==> config.mk <==
export PLATFORM = sky130hd
export DESIGN_NAME = tt_um_array_multiplier_hhrb98
export DESIGN_NICKNAME = d
export VERILOG_FILES = /design/src/rtl/array_mult_pkg.sv /design/src/rtl/array_mult_fa.sv /design/src/rtl/tt_um_array_multiplier_hhrb98.sv
export SDC_FILE = /design/constraint.sdc
export NUM_CORES = 1
export LEC_CHECK = 0
export ABC_AREA = 0
export BUFFER_PORTS_ARGS = -buffer_cell sky130_fd_sc_hd__clkbuf_2
export CAP_MARGIN = 25
export CORE_MARGIN = 1
export CORE_UTILIZATION = 35
export CTS_CLUSTER_DIAMETER = 40
export DETAILED_ROUTE_END_ITERATION = 10
export PLACE_DENSITY = 0.7
export SKIP_LAST_GASP = 1
export SYNTH_ARGS = -nofsm -noshare
export SYNTH_HDL_FRONTEND = slang
export SYNTH_SLANG_ARGS = --single-unit
==> constraint.sdc <==
create_clock -name clk -period 1 [get_ports clk]
set_input_delay 0.3 -clock clk [delete_from_list [all_inputs] [get_ports clk]]
set_output_delay 0.3 -clock clk [all_outputs]
set_load 0.02 [all_outputs]
==> src/rtl/array_mult_pkg.sv <==
// array_mult_pkg: shared widths and reset value for the 4x4 array multiplier.
package array_mult_pkg;
    localparam int OPW = 4;
    localparam int PW = 8;
    localparam logic [PW-1:0] PROD_RST = 8'h00;
endpackage

==> src/rtl/array_mult_fa.sv <==
// array_mult_fa: 1-bit full adder cell; half-adder positions tie cin low.
module array_mult_fa
    import array_mult_pkg::*;
(
    input  logic a,
    input  logic b,
    input  logic cin,
    output logic sum,
    output logic cout
);
    assign sum = a ^ b ^ cin;
    assign cout = (a & b) | (cin & (a ^ b));
endmodule

==> src/rtl/tt_um_array_multiplier_hhrb98.sv <==
// tt_um_array_multiplier_hhrb98: registered 4x4 carry-save array multiplier.
// Define ARRAY_MULT_SIGNED_EN to add Baugh-Wooley signed mode on uio_in[0].
module tt_um_array_multiplier_hhrb98
    import array_mult_pkg::*;
#(
    parameter int N = OPW
) (
    input  logic          clk,
    input  logic          rst_n,
    input  logic          ena,
    input  logic [7:0]    ui_in,
    input  logic [7:0]    uio_in,
    output logic [PW-1:0] uo_out,
    output logic [7:0]    uio_out,
    output logic [7:0]    uio_oe
);
    logic [N-1:0]   w_a;
    logic [N-1:0]   w_b;
    logic           w_corr;
    logic           w_pp [N][N];
    logic           w_s [N][N+1];
    logic           w_c [N][N];
    logic           w_r [N+1];
    logic [2*N-1:0] w_prod;
    logic           w_unused;
    logic [PW-1:0]  r_prod;
    assign w_a = ui_in[N-1:0];
    assign w_b = ui_in[2*N-1:N];
`ifdef ARRAY_MULT_SIGNED_EN
    assign w_corr = uio_in[0];
`else
    assign w_corr = 1'b0;
`endif
    for (genvar i = 0; i < N; i++) begin : g_pp_row
        for (genvar j = 0; j < N; j++) begin : g_pp_col
`ifdef ARRAY_MULT_SIGNED_EN
            // Baugh-Wooley: invert cross terms involving exactly one sign bit
            localparam bit INV = (i == N-1) != (j == N-1);
            assign w_pp[i][j] = (w_a[j] & w_b[i]) ^ (w_corr & INV);
`else
            assign w_pp[i][j] = w_a[j] & w_b[i];
`endif
        end
    end
    for (genvar j = 0; j < N; j++) begin : g_row0
        assign w_s[0][j] = w_pp[0][j];
        assign w_c[0][j] = 1'b0;
    end
    // Spare sum slots carry the +2^N and +2^(2N-1) sign-correction constants
    for (genvar i = 0; i < N; i++) begin : g_edge
        assign w_s[i][N] = (i == 0 || i == N-1) ? w_corr : 1'b0;
        assign w_prod[i] = w_s[i][0];
    end
    for (genvar i = 1; i < N; i++) begin : g_row
        for (genvar j = 0; j < N; j++) begin : g_col
            array_mult_fa u_fa (
                .a    (w_pp[i][j]),
                .b    (w_s[i-1][j+1]),
                .cin  (w_c[i-1][j]),
                .sum  (w_s[i][j]),
                .cout (w_c[i][j])
            );
        end
    end
    assign w_r[0] = 1'b0;
    for (genvar k = 0; k < N; k++) begin : g_rip
        array_mult_fa u_fa (
            .a    (w_s[N-1][k+1]),
            .b    (w_c[N-1][k]),
            .cin  (w_r[k]),
            .sum  (w_prod[N+k]),
            .cout (w_r[k+1])
        );
    end
    assign w_unused = ^{uio_in, w_r[N]};
    always_ff @(posedge clk or negedge rst_n) begin
        if (!rst_n)
            r_prod <= PROD_RST;
        else if (ena)
            r_prod <= w_prod;
    end
    assign uo_out = r_prod;
    assign uio_out = 8'h00;
    assign uio_oe = 8'h00;
endmodule

# Yosys cells after proc, flatten, opt, wreduce, memory -nomap -nowiden
# Cells that the tools add are included.
[classes]
n_bitwise = 64
[op_table]
columns = ["op", "count"]
rows = [
  ["$and 1x1->1", 36],
  ["$xor 1x1->1", 20],
  ["$or 1x1->1", 8],
]
[totals]
regBits = 8
in_bits = 19
out_inout_bits = 24
elab_cells = 65

# Depth between registers and ports, before layout
# Gate-level depths: netlist of the first run.
[logic_depth]
depth_word = 12
depth_mapped = 10
depth_no_buf = 10

# Modules after synthesis
# Synthesis of the first run repeated with hierarchy kept, for this count alone.
[hier_totals]
hier_cells = 67
hier_area_um2 = 868.3
[modules_own_cells]
columns = ["module", "n_inst", "cells_per_inst", "area_each_um2", "seq_area_each_um2"]
rows = [
  ["tt_um_array_multiplier_hhrb98", 1, 51, 548.0, 200.2],
  ["array_mult_fa", 16, 1, 20.0, 0.0],
]

# Worst setup path after synthesis of the first run
# Ideal clock, no wire load.
[synth_timing]
kind = "input to register"
start = "input port ui_in[5]"
end = "register r_prod[6], in the netlist uo_out[6]"
setup_ns = 0.125
arrival_time_ns = 2.898
t_required_ns = 0.875
path_slack_ns = -2.023
stages = 10
path_buffers = 0
path_cell_list = "and2_1 -> ha_1 -> inv_1 -> fa_1 -> inv_1 -> fa_1 -> ha_1 -> fa_1 -> fa_1 -> mux2_4"
[synth_via]
elab_chain_len = 11
elab_cells_between_ends = 42
cone_classes = "42 x bitwise"
[synth_lines]
columns = ["item", "line_no", "rtl"]
rows = [
  ["start: declaration", "tt_um_array_multiplier_hhrb98.sv:11", "input logic [7:0] ui_in,"],
  ["$and 1x1->1", "tt_um_array_multiplier_hhrb98.sv:41", "assign w_pp[i][j] = w_a[j] & w_b[i];"],
  ["$xor 1x1->1", "n/a", ""],
  ["$xor 1x1->1, on equally long branches", "array_mult_fa.sv:12, array_mult_fa.sv:11", ""],
  ["$and 1x1->1 or $xor 1x1->1 (tied branches)", "array_mult_fa.sv:12, array_mult_fa.sv:11", ""],
  ["$or 1x1->1 or $xor 1x1->1 (tied branches)", "array_mult_fa.sv:12", "assign cout = (a & b) | (cin & (a ^ b));"],
  ["$and 1x1->1", "array_mult_fa.sv:12", ""],
  ["$or 1x1->1", "array_mult_fa.sv:12", ""],
  ["$and 1x1->1 or $xor 1x1->1 (tied branches)", "array_mult_fa.sv:12", ""],
  ["$and 1x1->1", "array_mult_fa.sv:12", ""],
  ["$or 1x1->1", "array_mult_fa.sv:12", ""],
  ["$xor 1x1->1 (*)", "array_mult_fa.sv:11", "assign sum = a ^ b ^ cin;"],
  ["named net g_rip[2].u_fa.sum", "array_mult_fa.sv:8", "output logic sum,"],
  ["end signal: assignment", "tt_um_array_multiplier_hhrb98.sv:80", "r_prod <= w_prod;"],
  ["end: declaration", "tt_um_array_multiplier_hhrb98.sv:26", "logic [PW-1:0] r_prod;"],
]
# The timed path passes the listed nets; every way through them passes the cells marked *.
# A chain may end at the register's enable or synchronous reset.

# Worst setup path in the final report of the first run
[layout_timing]
start = "input port ui_in[3]"
end = "register r_prod[6], in the netlist uo_out[6]"
[layout_via]
elab_chain_len = 11
elab_cells_between_ends = 37
cone_classes = "37 x bitwise"
[layout_lines]
columns = ["item", "line_no"]
rows = [
  ["$and 1x1->1", "tt_um_array_multiplier_hhrb98.sv:41"],
  ["$xor 1x1->1", "n/a"],
  ["$xor 1x1->1", "array_mult_fa.sv:11, array_mult_fa.sv:12"],
  ["$xor 1x1->1 or $and 1x1->1 (tied branches)", "array_mult_fa.sv:11, array_mult_fa.sv:12"],
  ["$xor 1x1->1 or $or 1x1->1 (tied branches)", "array_mult_fa.sv:12"],
  ["$and 1x1->1", "array_mult_fa.sv:12"],
  ["$or 1x1->1", "array_mult_fa.sv:12"],
  ["$and 1x1->1 or $xor 1x1->1 (tied branches)", "array_mult_fa.sv:12"],
  ["$and 1x1->1", "array_mult_fa.sv:12"],
  ["$or 1x1->1", "array_mult_fa.sv:12"],
  ["$xor 1x1->1 (*)", "array_mult_fa.sv:11"],
  ["named net g_rip[2].u_fa.sum", "array_mult_fa.sv:8"],
]
# Marked as above.

==> results.sh, run 1 <==
export IMPL_rr_worst_depth=3
export IMPL_fin_nets=144
export IMPL_wl_um=1480
export IMPL_cp_required_ns=1.14
export IMPL_chipWidth_um=49.2
export IMPL_synth_area_per_cell_sq_um=10.4
export IMPL_syn_area_sq_um=781
export IMPL_hold_class="in2reg"
export IMPL_min_period_over_period_pct=277
export IMPL_ys_ff_latch=8
export IMPL_yosysMostFrequentCell="buf_4"
export IMPL_drv_slew=0
export IMPL_cts_tree="yes"
export IMPL_place_congestion=0.743
export IMPL_placed_cells=127
export IMPL_die_h_um=49.2
export IMPL_first_pass_iters=2
export IMPL_num_io_pins=43
export IMPL_synthArstFlopShare_pct=100
export IMPL_wl_met3_um=84
export IMPL_drive_above_1_share_pct=58.6
export IMPL_cts_root_buffer="clkbuf_4"
export IMPL_ant_nets=0
export IMPL_area_growth_pct=47.0
export IMPL_clock_sinks=8
export IMPL_drt_iter0_drc=2
export IMPL_clkTransAtPathRegs_ns=0.05
export IMPL_drc=0
export IMPL_numCtsBuffers=3
export IMPL_layout_cells_non_filler=138
export IMPL_hold_slack_ns=0.400
export IMPL_max_freq_ghz=0.361
export IMPL_hold_path_depth=4
export IMPL_rsz0062_at_grt="true"
export IMPL_cts_buffer_depth=2
export IMPL_synth_top_cell_area_share_pct=25.6
export IMPL_worstSetupPathType="in2reg"
export IMPL_end_kind="flop"
export IMPL_synth_warnings=0
export IMPL_synth_flop_cell="dfrtp_1"
export IMPL_dieArea_sq_um=2420
export IMPL_rows=16
export IMPL_grt_max_degree=9
export IMPL_netlist_instances=75
export IMPL_fin_ws_ns=-1.77
export IMPL_synth_edff_count=0
export IMPL_ys_top_cells_by_area="dfrtp_1 (26%), fa_1 (21%), buf_4 (15%), mux2_4 (12%), and2_1 (6.4%)"
export IMPL_worst_ir_drop_vdd_uv=973
export IMPL_routed_top_layer="met4"
export IMPL_via_count=560
export IMPL_fin_worst_skew_ns=0
export IMPL_wl_met2_um=835
export IMPL_min_period_ns=2.77
export IMPL_setup_viol=14
export IMPL_arrival_ns=2.91
export IMPL_maxCapViolCount=0
export IMPL_crit_fanout=2
export IMPL_vias_per_cell=4.06
export IMPL_hold_viol=0
export IMPL_synth_area_leader_cell="dfrtp_1"
export IMPL_grt_pass1_wl_um=2320
export IMPL_core_area_sq_um=2020
export IMPL_htreeDepth=1
export IMPL_largest_reg_flops=8
export IMPL_met1_length_um=546
export IMPL_ys_seq_area_share_pct=25.6
export IMPL_track_usage_pct=13.2
export IMPL_grt_pass1_vias=594
export IMPL_violations="setup timing"
export IMPL_n_antenna_cell=0
export IMPL_initial_utilization_pct=38.6
export IMPL_clock_latency_ns=0.25
export IMPL_portBuffers=18
export IMPL_overflow=0
export IMPL_antenna_found_initial=0
export IMPL_tns_ns=-7.93
export IMPL_p_leak_nw=0.592
export IMPL_critPathLaunchType="input pin"
export IMPL_outcome="finished, violations left"
export IMPL_place_hpwl_um=1170
export IMPL_power_density_nw_per_um2=1330
export IMPL_synth_common_cells="buf_4 (16), inv_1 (13), and2_1 (8), dfrtp_1 (8), fa_1 (8)"
export IMPL_wire_per_inst_um=10.7
export IMPL_ys_types=13
==> report_power, final <==
part	switching (mW)	internal (mW)	leakage, nW
registers	0.0532	0.399	0.0991
logic	0.361	0.465	0.479
clock network	0.111	0.137	0.0138
==> worst max-delay path: stages <==
cell	delay, ns
buf_6	0.09
and2_4	0.15
ha_4	0.25
inv_2	0.03
fa_2	0.51
inv_2	0.04
fa_2	0.35
ha_4	0.17
fa_2	0.35
fa_2	0.40
mux2_4	0.26
==> kinds of logic after synthesis <==
logic type / synth area share, %
AO/OA/AOI/OAI: 0.640
adder cells (fa/ha/maj): 26.9
buffers and inverters: 23.1
flip-flops: 25.6
multiplexers: 12.8
other: 0.480
AND/OR/NAND/NOR: 10.4
==> repair_timing <==
action                     4_1_cts  5_1_grt
hold buffers                     1        0
pin swaps                        8        5
setup endpoints to repair       15       15
hold endpoints to repair         8        0
resized for setup               11       24
buffers inserted                 2        5
==> cell usage in the layout (no fill, tap or decap) <==
cell type	count
conb_1	16
mux2i_1	1
clkbuf_4	3
mux2_4	6
fa_2	5
fa_1	3
and2_4	6
ha_4	4
clkbuf_2	6
and2_1	2
nand3_1	1
nand2_1	7
o21ai_0	1
buf_6	12
inv_1	6
buf_4	14
dfrtp_1	8
inv_2	7
dlygate4sd3_1	1
clkbuf_8	2
==> cell type report <==
class                      instances  area, sq um
clock buffer                       3         22.5
inverter                          13         48.8
timing repair buffer              35          308
fill                             166          875
sequential                         8          200
tap                               27         33.8
multi-input combinational         52          534
==> per-layer routing <==
layer	global-route usage (%)	vias up
met1	12.9	270
met3	4.05	2
met5	0	-
li1	-	264
met2	24.4	24
met4	7.35	0
==> worst paths after layout <==
kind / startpoint / to / slack [ns]
max in group asynchronous: rst_n / uo_out[3] / 0.39
max reg2reg: uo_out[3] / uo_out[3] / -0.02
min reg2reg: uo_out[0] / uo_out[0] / 0.55
min in group asynchronous: rst_n / uo_out[6] / 0.43
min: ui_in[4] / uo_out[0] / 0.40
max: ui_in[3] / uo_out[6] / -1.77
==> per-stage QoR <==
stage	instance area (sq um)	power [mW]	util, %	setup slack [ns]
3_5_place_dp	962	1.03	47.6	-2.08
4_1_cts	1040	1.40	51.6	-1.78
5_1_grt	1150	1.63	56.7	-1.81
3_3_place_gp	962	1.02	47.6	-2.06
2_1_floorplan	902	0.890	-	-1.91
6_report	1150	1.53	56.7	-1.77
Note: power is estimated with default switching activity, not from simulation.
==> inputs of run 2 (changes only) <==
==> constraint.sdc (replaced) <==
create_clock -name clk -period 3.4 [get_ports clk]
set_input_delay 1.02 -clock clk [delete_from_list [all_inputs] [get_ports clk]]
set_output_delay 1.02 -clock clk [all_outputs]
set_load 0.02 [all_outputs]
==> results.sh, run 2 (synthesis gave the netlist of run 1 again) <==
export IMPL_dpl_cell_area_sq_um=897
export IMPL_min_period_ns=3.52
export IMPL_cts_hold_fix_buffers=0
export IMPL_outcome="finished, violations left"
export IMPL_wire_per_inst_um=8.89
export IMPL_rsz0062_at_grt="true"
export IMPL_finalInstanceArea_sq_um=973
export IMPL_grt_pass1_wl_um=1970
export IMPL_first_pass_iters=3
export IMPL_clock_latency_ns=0.24
export IMPL_drc=0
export IMPL_cp_required_ns=3.53
export IMPL_area_growth_pct=24.7
export IMPL_setup_viol=2
export IMPL_grt_pass1_vias=480
export IMPL_power_density_nw_per_um2=376
export IMPL_hold_end="uo_out[4]"
export IMPL_cts_tree="yes"
export IMPL_min_period_over_period_pct=103
export IMPL_n_antenna_cell=0
export IMPL_rr_endpoint="uo_out[7]"
export IMPL_place_congestion=0.667
export IMPL_via_count=495
export IMPL_dieArea_sq_um=2420
export IMPL_rows=16
export IMPL_max_freq_ghz=0.284
export IMPL_nFillCells=199
export IMPL_cts_buffer_depth=2
export IMPL_overflow=0
export IMPL_post_route_util_pct=48.1
export IMPL_arrival_ns=3.64
export IMPL_hold_path_depth=1
export IMPL_grt_max_degree=10
export IMPL_die_h_um=49.2
export IMPL_rr_worst_depth=1
export IMPL_r2r_slack_ns=2.64
export IMPL_initial_utilization_pct=38.6
export IMPL_wl_um=1140
export IMPL_place_hpwl_um=984
export IMPL_clock_sinks=8
export IMPL_worstSetupPathType="in2reg"
export IMPL_portBuffers=18
export IMPL_critPathLaunch="ui_in[3]"
export IMPL_crit_fanout=2
export IMPL_hold_viol=0
export IMPL_clkTransAtPathRegs_ns=0.05
export IMPL_worst_ir_drop_vdd_uv=180
export IMPL_largest_reg_flops=8
export IMPL_final_common_cell="conb_1"
export IMPL_drv_slew=0
export IMPL_fin_ws_ns=-0.117
export IMPL_hold_class="reg2reg"
export IMPL_drt_iter0_drc=1
export IMPL_end_kind="flop"
export IMPL_numCtsBuffers=3
export IMPL_htreeDepth=1
export IMPL_core_area_sq_um=2020
export IMPL_violations="setup timing"
export IMPL_fin_worst_skew_ns=0
export IMPL_cts_root_buffer="clkbuf_4"
export IMPL_vias_per_cell=3.87
export IMPL_fin_nets=134
export IMPL_maxCapViolCount=0
export IMPL_track_usage_pct=11.0
export IMPL_chipWidth_um=49.2
export IMPL_ant_nets=0
export IMPL_rr_startpoint="uo_out[7]"
export IMPL_drive_above_1_share_pct=43.6
export IMPL_antenna_found_initial=0
export IMPL_num_io_pins=43
export IMPL_p_leak_nw=0.525
export IMPL_min_from="uo_out[4]"
export IMPL_final_cell_mix="conb_1 (16), clkbuf_2 (15), inv_1 (11), dfrtp_1 (8)"
export IMPL_critPathLaunchType="input pin"
[run 2: critical path: stages]
cell and delay [ns]:
buf_8 0.10, and2_4 0.15, ha_4 0.26, inv_4 0.03, fa_2 0.53, inv_2 0.04, fa_2 0.35, ha_4 0.17
fa_2 0.33, fa_2 0.41, mux2_4 0.26
[run 2: through the flow]
stage | worst slack, ns | hold slack [ns] | std cells | power (mW) | setup TNS (ns)
2_1_floorplan | -0.233 | 0.605 | 90 | 0.257 | -0.384
3_3_place_gp | -0.408 | 0.498 | 123 | 0.288 | -0.804
3_5_place_dp | -0.424 | 0.503 | 123 | 0.291 | -0.839
4_1_cts | -0.128 | 0.514 | 127 | 0.367 | -0.174
5_1_grt | -0.175 | 0.523 | 128 | 0.398 | -0.261
6_report | -0.117 | 0.515 | 128 | 0.366 | -0.159
[run 2: worst max path at each step]
stage / to / cells after the start / slack [ns]
finish: uo_out[6] / 11 / -0.12
global route: uo_out[6] / 11 / -0.17
detailed placement: uo_out[6] / 11 / -0.42
CTS: uo_out[6] / 11 / -0.13
floorplan: uo_out[6] / 10 / -0.23
global placement: uo_out[6] / 11 / -0.41
[run 2: routing by layer]
layer	wire [um]	global-route usage (%)
met1	482	13.5
met2	565	17.1
met5	0	0
met3	79	1.25
met4	11	8.82
[run 2: final cells by class]
cell class | instances | area [sq um] | share of cell area (%)
sequential | 8 | 200 | 20.6
tap | 27 | 33.8 | 3.47
multi-input combinational | 52 | 497 | 51.0
clock buffer | 3 | 22.5 | 2.31
inverter | 13 | 51.3 | 5.27
timing repair buffer | 25 | 169 | 17.4
[run 2: repair_timing]
action | 4_1_cts | 5_1_grt
setup buffers | 1 | 1
pin swaps | 2 | 1
gates resized for setup | 2 | 9
setup endpoints to repair | 2 | 2
[run 2: where the power goes]
group	internal, mW	leakage (nW)	total, mW	switching, mW
Sequential	0.117	0.0991	0.130	0.0123
Clock	0.0401	0.0138	0.0674	0.0274
Combinational	0.0768	0.412	0.169	0.0918
==> inputs of run 3 (changes only) <==
--- a/config.mk
+++ b/config.mk
@@ -6,13 +6,14 @@
 export NUM_CORES = 1
 export LEC_CHECK = 0
 export ABC_AREA = 0
-export BUFFER_PORTS_ARGS = -buffer_cell sky130_fd_sc_hd__clkbuf_2
+export ABC_CLOCK_PERIOD_IN_PS = 3400
 export CAP_MARGIN = 25
 export CORE_MARGIN = 1
 export CORE_UTILIZATION = 35
 export CTS_CLUSTER_DIAMETER = 40
 export DETAILED_ROUTE_END_ITERATION = 10
-export PLACE_DENSITY = 0.7
+export DONT_BUFFER_PORTS = 1
+export PLACE_DENSITY = 0.54
 export SKIP_LAST_GASP = 1
 export SYNTH_ARGS = -nofsm -noshare
 export SYNTH_HDL_FRONTEND = slang
==> results.sh, run 3 (synthesis gave the netlist of run 1 again) <==
export IMPL_hold_viol=0
export IMPL_nFillCells=215
export IMPL_power_density_nw_per_um2=410
export IMPL_p_leak_nw=0.406
export IMPL_cts_root_buffer="clkbuf_4"
export IMPL_antenna_found_initial=0
export IMPL_tns_ns=0
export IMPL_cts_hold_fix_buffers=0
export IMPL_rows=16
export IMPL_place_hpwl_um=996
export IMPL_cts_buffer_depth=2
export IMPL_cp_required_ns=3.53
export IMPL_clkTransAtPathRegs_ns=0.06
export IMPL_final_cell_mix="conb_1 (16), inv_1 (9), dfrtp_1 (8), nand2_1 (7)"
export IMPL_layout_cells_non_filler=103
export IMPL_ant_nets=0
export IMPL_via_count=441
export IMPL_min_period_ns=3.38
export IMPL_die_h_um=49.2
export IMPL_first_pass_iters=2
export IMPL_vias_per_cell=4.28
export IMPL_drt_iter0_drc=8
export IMPL_track_usage_pct=11.5
export IMPL_maxCapViolCount=0
export IMPL_fin_nets=109
export IMPL_htreeDepth=1
export IMPL_chipWidth_um=49.2
export IMPL_clock_latency_ns=0.24
export IMPL_placed_cells=100
export IMPL_worst_ir_drop_vdd_uv=217
export IMPL_drc=0
export IMPL_initial_utilization_pct=38.6
export IMPL_cts_setup_buffers=0
export IMPL_hold_class="in2async"
export IMPL_grt_pass1_wl_um=2080
export IMPL_clock_sinks=8
export IMPL_largest_reg_flops=8
export IMPL_worstSetupPathType="in2reg"
export IMPL_arrival_ns=3.51
export IMPL_rsz0062_at_grt="true"
export IMPL_grt_max_degree=10
export IMPL_wire_per_inst_um=11.2
export IMPL_core_area_sq_um=2020
export IMPL_max_freq_ghz=0.296
export IMPL_crit_fanout=4
export IMPL_dieArea_sq_um=2420
export IMPL_n_antenna_cell=0
export IMPL_overflow=0
export IMPL_fin_worst_skew_ns=0
export IMPL_wl_um=1150
export IMPL_outcome="complete, no violations"
export IMPL_place_congestion=0.708
export IMPL_final_common_cell="conb_1"
export IMPL_numCtsBuffers=3
export IMPL_area_growth_pct=2.72
export IMPL_setup_viol=0
export IMPL_num_io_pins=43
export IMPL_drv_slew=0
export IMPL_end_kind="flop"
export IMPL_drive_above_1_share_pct=27.6
export IMPL_cts_tree="yes"
export IMPL_portBuffers=0
export IMPL_critPathLaunchType="input pin"
export IMPL_grt_pass1_vias=516
export IMPL_min_period_over_period_pct=99.4
==> run 3: cell count changes in the layout (fill, tap and decap cells not counted), sizes merged <==
cell	change
buf	-10
clkbuf	-15
==> run 3: layout make-up <==
| cell class | instances | area (sq um) | share of cell area, % |
|---|---|---|---|
| Clock buffer | 3 | 22.5 | 2.81 |
| Sequential cell | 8 | 200 | 25.0 |
| Multi-Input combinational cell | 52 | 497 | 61.9 |
| Tap cell | 27 | 33.8 | 4.21 |
| Inverter | 13 | 48.8 | 6.08 |
==> run 3: power breakdown <==
part / switching (mW) / internal [mW] / total (mW)
registers: 0.0430 / 0.117 / 0.160
logic: 0.0470 / 0.0502 / 0.0972
clock network: 0.0310 / 0.0403 / 0.0713
==> run 3: routing by layer <==
metal | vias up | wire, um | global-route usage [%]
met5 | - | 0 | 0
met4 | 0 | 0 | 1.96
met3 | 0 | 104 | 6.54
met2 | 24 | 638 | 22.1
met1 | 223 | 409 | 10.4
li1 | 194 | - | -
==> run 3: path summary, 6_finish.rpt <==
check	startpoint	to	slack, ns	cells after the start
worst max-delay path	ui_in[4]	uo_out[6]	0.02	10
worst min-delay path	rst_n	uo_out[3]	0.46	0
worst max register to register	uo_out[7]	uo_out[7]	2.53	1
worst min register to register	uo_out[2]	uo_out[2]	0.63	2
max in group asynchronous	rst_n	uo_out[7]	2.87	0
min in group clk	uo_out[2]	uo_out[2]	0.63	2
==> run 3: metrics by stage <==
stage	instance area, sq um	utilization, %	hold slack [ns]	setup WS, ns	power, mW
after floorplan	867	-	0.605	-0.233	0.257
after global placement	769	38.1	0.624	-0.285	0.256
after detailed placement	769	38.1	0.632	-0.290	0.257
after CTS	802	39.7	0.450	0.0184	0.337
after global routing	802	39.7	0.441	-0.0149	0.355
final	802	39.7	0.460	0.0202	0.329
==> run 3: timing repair <==
item                                    4_1_cts  5_1_grt
cloned                                        0        0
endpoints found under the setup margin        1        1
gates resized for setup                       3        0
pin swaps                                     5        1
==> run 3: worst max-delay path: stages <==
cell and delay, ns:
and2_4 0.14, ha_4 0.26, inv_2 0.03, fa_2 0.51, inv_2 0.04, fa_2 0.34
ha_4 0.17, fa_2 0.33, fa_2 0.41, mux2_4 0.26
